$ cat config.mk
export PLATFORM = sky130hd
export DESIGN_NAME = buffered_uart_tx
export DESIGN_NICKNAME = d
export VERILOG_FILES = /design/src/rtl/buffered_uart_tx.sv
export SDC_FILE = /design/constraint.sdc
export NUM_CORES = 1
export LEC_CHECK = 0
export CAP_MARGIN = 30
export CORE_MARGIN = 1
export CORE_UTILIZATION = 30
export CTS_CLUSTER_SIZE = 40
export DETAILED_ROUTE_END_ITERATION = 8
export HOLD_SLACK_MARGIN = 0.1
export PLACE_DENSITY_LB_ADDON = 0.3
export SLEW_MARGIN = 15
export SYNTH_ARGS = -nofsm -noshare
export SYNTH_HDL_FRONTEND = slang
export SYNTH_SLANG_ARGS = --single-unit
$ cat constraint.sdc
create_clock -name clk -period 3.6 [get_ports clk]
set_input_delay 0.72 -clock clk [delete_from_list [all_inputs] [get_ports clk]]
set_output_delay 0.72 -clock clk [all_outputs]
set_load 0.005 [all_outputs]
$ cat src/rtl/buffered_uart_tx.sv
// Buffered UART transmitter: CPU-side FIFO drained by an 8N1-style serializer
// with a per-frame programmable bit period.
module buffered_uart_tx #(
  parameter int DEPTH     = 16,
  parameter int DATA_BITS = 8,
  parameter int STOP_BITS = 1
) (
  input  logic                     clk,
  input  logic                     rst_n,
  input  logic                     wr_valid,
  input  logic [DATA_BITS-1:0]     wr_data,
  output logic                     wr_ready,
  input  logic [15:0]              div,
  input  logic                     ovf_clr,
  output logic                     tx_out,
  output logic [$clog2(DEPTH):0]   level,
  output logic                     empty,
  output logic                     full,
  output logic                     busy,
  output logic                     tx_done,
  output logic                     overflow
);

  localparam int AW   = $clog2(DEPTH);
  localparam int LW   = AW + 1;
  localparam int IMAX = (DATA_BITS > STOP_BITS) ? DATA_BITS : STOP_BITS;
  localparam int IW   = $clog2(IMAX + 1);

  typedef enum logic [1:0] {IDLE, START, DATA, STOP} state_t;

  logic [DATA_BITS-1:0] mem [DEPTH];
  logic [AW-1:0]        wr_ptr_q, rd_ptr_q;
  logic [LW-1:0]        level_q;
  logic                 overflow_q;

  state_t               state_q, state_d;
  logic [15:0]          bit_cnt_q, bit_cnt_d;
  logic [15:0]          period_q, period_d;
  logic [IW-1:0]        idx_q, idx_d;
  logic [DATA_BITS-1:0] shift_q, shift_d;

  logic push, pop, bit_end;

  assign empty    = (level_q == '0);
  assign full     = (level_q == LW'(DEPTH));
  assign wr_ready = !full;
  assign level    = level_q;
  assign overflow = overflow_q;
  assign busy     = !empty || (state_q != IDLE);
  assign push     = wr_valid && !full;
  assign bit_end  = (bit_cnt_q == period_q - 16'd1);

  // NOTE: the storage array has no reset; only pointers and level define what is valid.
  always_ff @(posedge clk) begin
    if (push) mem[wr_ptr_q] <= wr_data;
  end

  always_ff @(posedge clk) begin
    if (!rst_n) begin
      wr_ptr_q   <= '0;
      rd_ptr_q   <= '0;
      level_q    <= '0;
      overflow_q <= 1'b0;
    end else begin
      if (push) wr_ptr_q <= wr_ptr_q + AW'(1);
      if (pop)  rd_ptr_q <= rd_ptr_q + AW'(1);
      case ({push, pop})
        2'b10:   level_q <= level_q + LW'(1);
        2'b01:   level_q <= level_q - LW'(1);
        default: level_q <= level_q;
      endcase
      // A dropped write wins over a simultaneous clear so no overflow is ever lost.
      if (wr_valid && full) overflow_q <= 1'b1;
      else if (ovf_clr)     overflow_q <= 1'b0;
    end
  end

  always_ff @(posedge clk) begin
    if (!rst_n) begin
      state_q   <= IDLE;
      bit_cnt_q <= '0;
      period_q  <= 16'd1;
      idx_q     <= '0;
      shift_q   <= '0;
    end else begin
      state_q   <= state_d;
      bit_cnt_q <= bit_cnt_d;
      period_q  <= period_d;
      idx_q     <= idx_d;
      shift_q   <= shift_d;
    end
  end

  // NOTE: every output of this block gets a default first, so no latches are inferred.
  always_comb begin
    state_d   = state_q;
    bit_cnt_d = bit_cnt_q + 16'd1;
    period_d  = period_q;
    idx_d     = idx_q;
    shift_d   = shift_q;
    pop       = 1'b0;
    tx_done   = 1'b0;

    case (state_q)
      IDLE: begin
        bit_cnt_d = '0;
        if (!empty) begin
          pop      = 1'b1;
          shift_d  = mem[rd_ptr_q];
          period_d = (div == 16'd0) ? 16'd1 : div;
          idx_d    = '0;
          state_d  = START;
        end
      end
      START: begin
        if (bit_end) begin
          bit_cnt_d = '0;
          idx_d     = '0;
          state_d   = DATA;
        end
      end
      DATA: begin
        if (bit_end) begin
          bit_cnt_d = '0;
          // The current bit always sits in shift_q[0]; shifting walks idx through the byte.
          shift_d   = shift_q >> 1;
          if (idx_q == IW'(DATA_BITS - 1)) begin
            idx_d   = '0;
            state_d = STOP;
          end else begin
            idx_d   = idx_q + IW'(1);
          end
        end
      end
      STOP: begin
        if (bit_end) begin
          bit_cnt_d = '0;
          if (idx_q == IW'(STOP_BITS - 1)) begin
            tx_done = 1'b1;
            idx_d   = '0;
            if (!empty) begin
              pop      = 1'b1;
              shift_d  = mem[rd_ptr_q];
              period_d = (div == 16'd0) ? 16'd1 : div;
              state_d  = START;
            end else begin
              state_d  = IDLE;
            end
          end else begin
            idx_d = idx_q + IW'(1);
          end
        end
      end
      default: state_d = IDLE;
    endcase
  end

  always_comb begin
    case (state_q)
      START:   tx_out = 1'b0;
      DATA:    tx_out = shift_q[0];
      default: tx_out = 1'b1;
    endcase
  end

endmodule
==> impl_metrics.ini <==
[global_route]
gr-total-overflow = 0
grt_start_max_net_pins = 34
first_global_vias = 5153
antenna_found_initial = 0
grtUsageTotal_pct = 13.0
grt_pass1_wl_um = 28500

[pwr]
p_int_w = 0.00477
combPwrFrac_pct = 34.9
cellPowerDensity_mw_per_mm2 = 713
p_sw_share_pct = 34.5
power_frac_seq_pct = 38.5
p_clk_share_pct = 26.6
peakVddDrop_mv = 0.364
p_sw_w = 0.00252
p_leak_nw = 3.41

[routing]
drtIter0Drc = 247
post-route-drc-count = 0
wl_per_cell_um = 16.3
routed_wl_um = 17900
dr.pass1.iters = 4
viasPerCell = 4.69
num_vias = 5149
ant_nets = 0

[clocking]
cts_hold_buf = 0
cts.sinks = 192
clkLatencyLatePin_ns = 0.44
cts.reportedPaths.clkPinSlew_ns = 0.08
h-tree-depth = 4
cts_buffer_depth = 2
cts_tree = built
cts_root_buf = clkbuf_16
cts-buffers-inserted = 17

[cells_and_area]
layoutNonFillerInstCount = 1098
final_area_mm2 = 0.0102
syn2layout_area_growth_pct = 19.1
antenna_cells = 0
nNetsFinal = 754
layout_common_cells = edfxtp_1 (128), dfxtp_1 (61), nor2_1 (58)
layout-drive-gt1-share_pct = 18.3
final_common_cell = edfxtp_1
fin_util_pct = 36.5

[synth]
yosysTopAreaCell = edfxtp_1
ys_seq_elements = 192
syn_nets = 696
avgSynthCellArea_um2 = 13.2
synth_top_area_share_pct = 44.8
async_reset_ff_share_pct = 0
yosysSeqAreaShare_pct = 59.8
syn_area_mm2 = 0.00857
syn_inst = 650
synth_enable_flop_cells = 128
yosysWarningCount = 0
ys.flop_type = edfxtp_1
ys_top_cells_by_area = edfxtp_1 (45%), dfxtp_1 (15%), mux4_2 (11%)
synth_cell_types = 65

[timing]
finalCritPeriodShare_pct = 95.3
finClkSkew_ns = 0.0185
hold_viol = 0
slew_headroom_pct = 48.5
period_minus_slack_ns = 3.43
slew_viol_final = 0
final_critical_path_setup_slack_ns = 0.168
max_freq_mhz = 291
setup_viol = 0
tightest_slew_ns = 0.773

[place]
io_buffers = 39
globalplace.congestion = 0.834
dp_slack_ns = 0.0345
dp.cells = 1065
dp_hpwl_um = 12600
placed_area_mm2 = 0.00955

[setup_path]
cp_max_fo = 7
critPathRequiredTime_ns = 3.97
startpoint_type = register
cp-startpoint = period_q[1]
end_kind = register
cp.arrival_ns = 3.80
r2r-start = period_q[1]
critPathKind = reg -> reg

[die]
core_mm2 = 0.0279
die_w_um = 171
std_cell_rows = 61
fp.dieH_um = 171
start_util_pct = 30.7
die-area_mm2 = 0.0292
boundaryPins = 40

[outcome]
status = finished clean

[run]
timing.max_cap.violations = 0

[worst_hold_path]
hold_class = reg -> reg
hp-start = shift_q[0]
## worst paths after layout
kind | to | slack, ns | cells past startpoint
setup reg to reg | level[4] | 0.17 | 19
setup / recovery | level[4] | 0.17 | 19
hold reg to reg | shift_q[0] | 0.47 | 2
hold / removal | shift_q[0] | 0.47 | 2
## through the flow
stage | setup TNS [ns] | power [W] | hold slack [ns]
global route | -0.00280 | 0.00772 | 0.514
CTS | 0 | 0.00729 | 0.474
floorplan | 0 | 0.00455 | 0.437
global placement | 0 | 0.00533 | 0.454
detailed placement | 0 | 0.00533 | 0.461
finish | 0 | 0.00728 | 0.469
## timing repair
item                                    4_1_cts  5_1_grt
buffers inserted                              0        2
pin swaps                                     2        2
resized for setup                             2        5
endpoints found under the setup margin        1        3
## critical path: stages (launching register included)
cell,delay [ns]
dfxtp_4,0.37
inv_2,0.07
ha_4,0.12
or4b_4,0.49
nand4bb_1,0.21
xnor2_1,0.14
a21oi_1,0.17
and4_4,0.27
a31o_4,0.17
nand2_4,0.04
inv_1,0.08
ha_4,0.19
xor2_1,0.16
ha_2,0.25
a21oi_2,0.04
nor2_1,0.10
a21oi_1,0.05
o31a_1,0.11
a21oi_2,0.15
mux2i_1,0.18
## synthesized netlist by cell type, types with 2 or more instances
cell type	number
a211oi_1	2
a21boi_0	2
a21boi_1	3
a21oi_1	31
a31oi_1	2
a32oi_1	2
a41oi_1	2
and2_1	8
and3_1	6
buf_1	4
buf_2	3
buf_6	2
clkbuf_1	23
dfxtp_1	64
edfxtp_1	128
ha_1	18
inv_1	16
mux2i_1	12
mux4_2	40
nand2_1	58
nand2b_1	4
nand3_1	31
nand4_1	5
nor2_1	58
nor2b_1	11
nor3_1	11
nor3_4	2
nor3b_1	5
nor4_1	9
nor4_2	2
o211ai_1	2
o21ai_0	6
o22ai_1	2
or3_1	4
or4_1	2
xnor2_1	20
xor2_1	22
## layer usage
metal,wire (um),part of all wire (%),global-route usage [%],up-vias
li1,-,-,-,2527
met1,8680,49,17.6,2537
met2,8450,47,20.6,75
met3,542,3.0,2.54,10
met4,182,1.0,4.58,0
met5,0,0,0,-
## kinds of logic (layout without fill, tap and decap cells)
logic type	count (synthesis)	in the layout	synth area share, %
compound gates	71	71	5.64
mux	52	52	11.9
flops	192	192	59.8
simple gates	226	226	13.4
fa+ha+maj	18	18	2.63
buf+inv	49	119	2.36
xor+xnor	42	42	4.29
## registers in the layout (all words and copies together), names as in the netlist, named ones only
name,cells
mem,128
level,5
bit_cnt_q,16
rd_ptr_q,4
wr_ptr_q,4
idx_q,4
overflow,1
shift_q,8
period_q,16
state_q,2
## area by class of cell
class / instances / area [um^2]
inverter: 17 / 63.8
timing repair buffer: 71 / 629
clock inverter: 14 / 183
fill: 2720 / 17700
clock buffer: 17 / 425
sequential: 192 / 5130
tap: 378 / 473
multi-input combinational: 409 / 3300
## power by group through the flow
stage / Clock (W) / Sequential [W] / Combinational [W]
4_1_cts: 0.00199 / 0.00281 / 0.00250
5_1_grt: 0.00207 / 0.00284 / 0.00281
2_1_floorplan: 0 / 0.00278 / 0.00177
3_3_place_gp: 0 / 0.00286 / 0.00247
6_report: 0.00193 / 0.00281 / 0.00254
3_5_place_dp: 0 / 0.00286 / 0.00247
No activity file was read; power rests on OpenSTA's default activity.
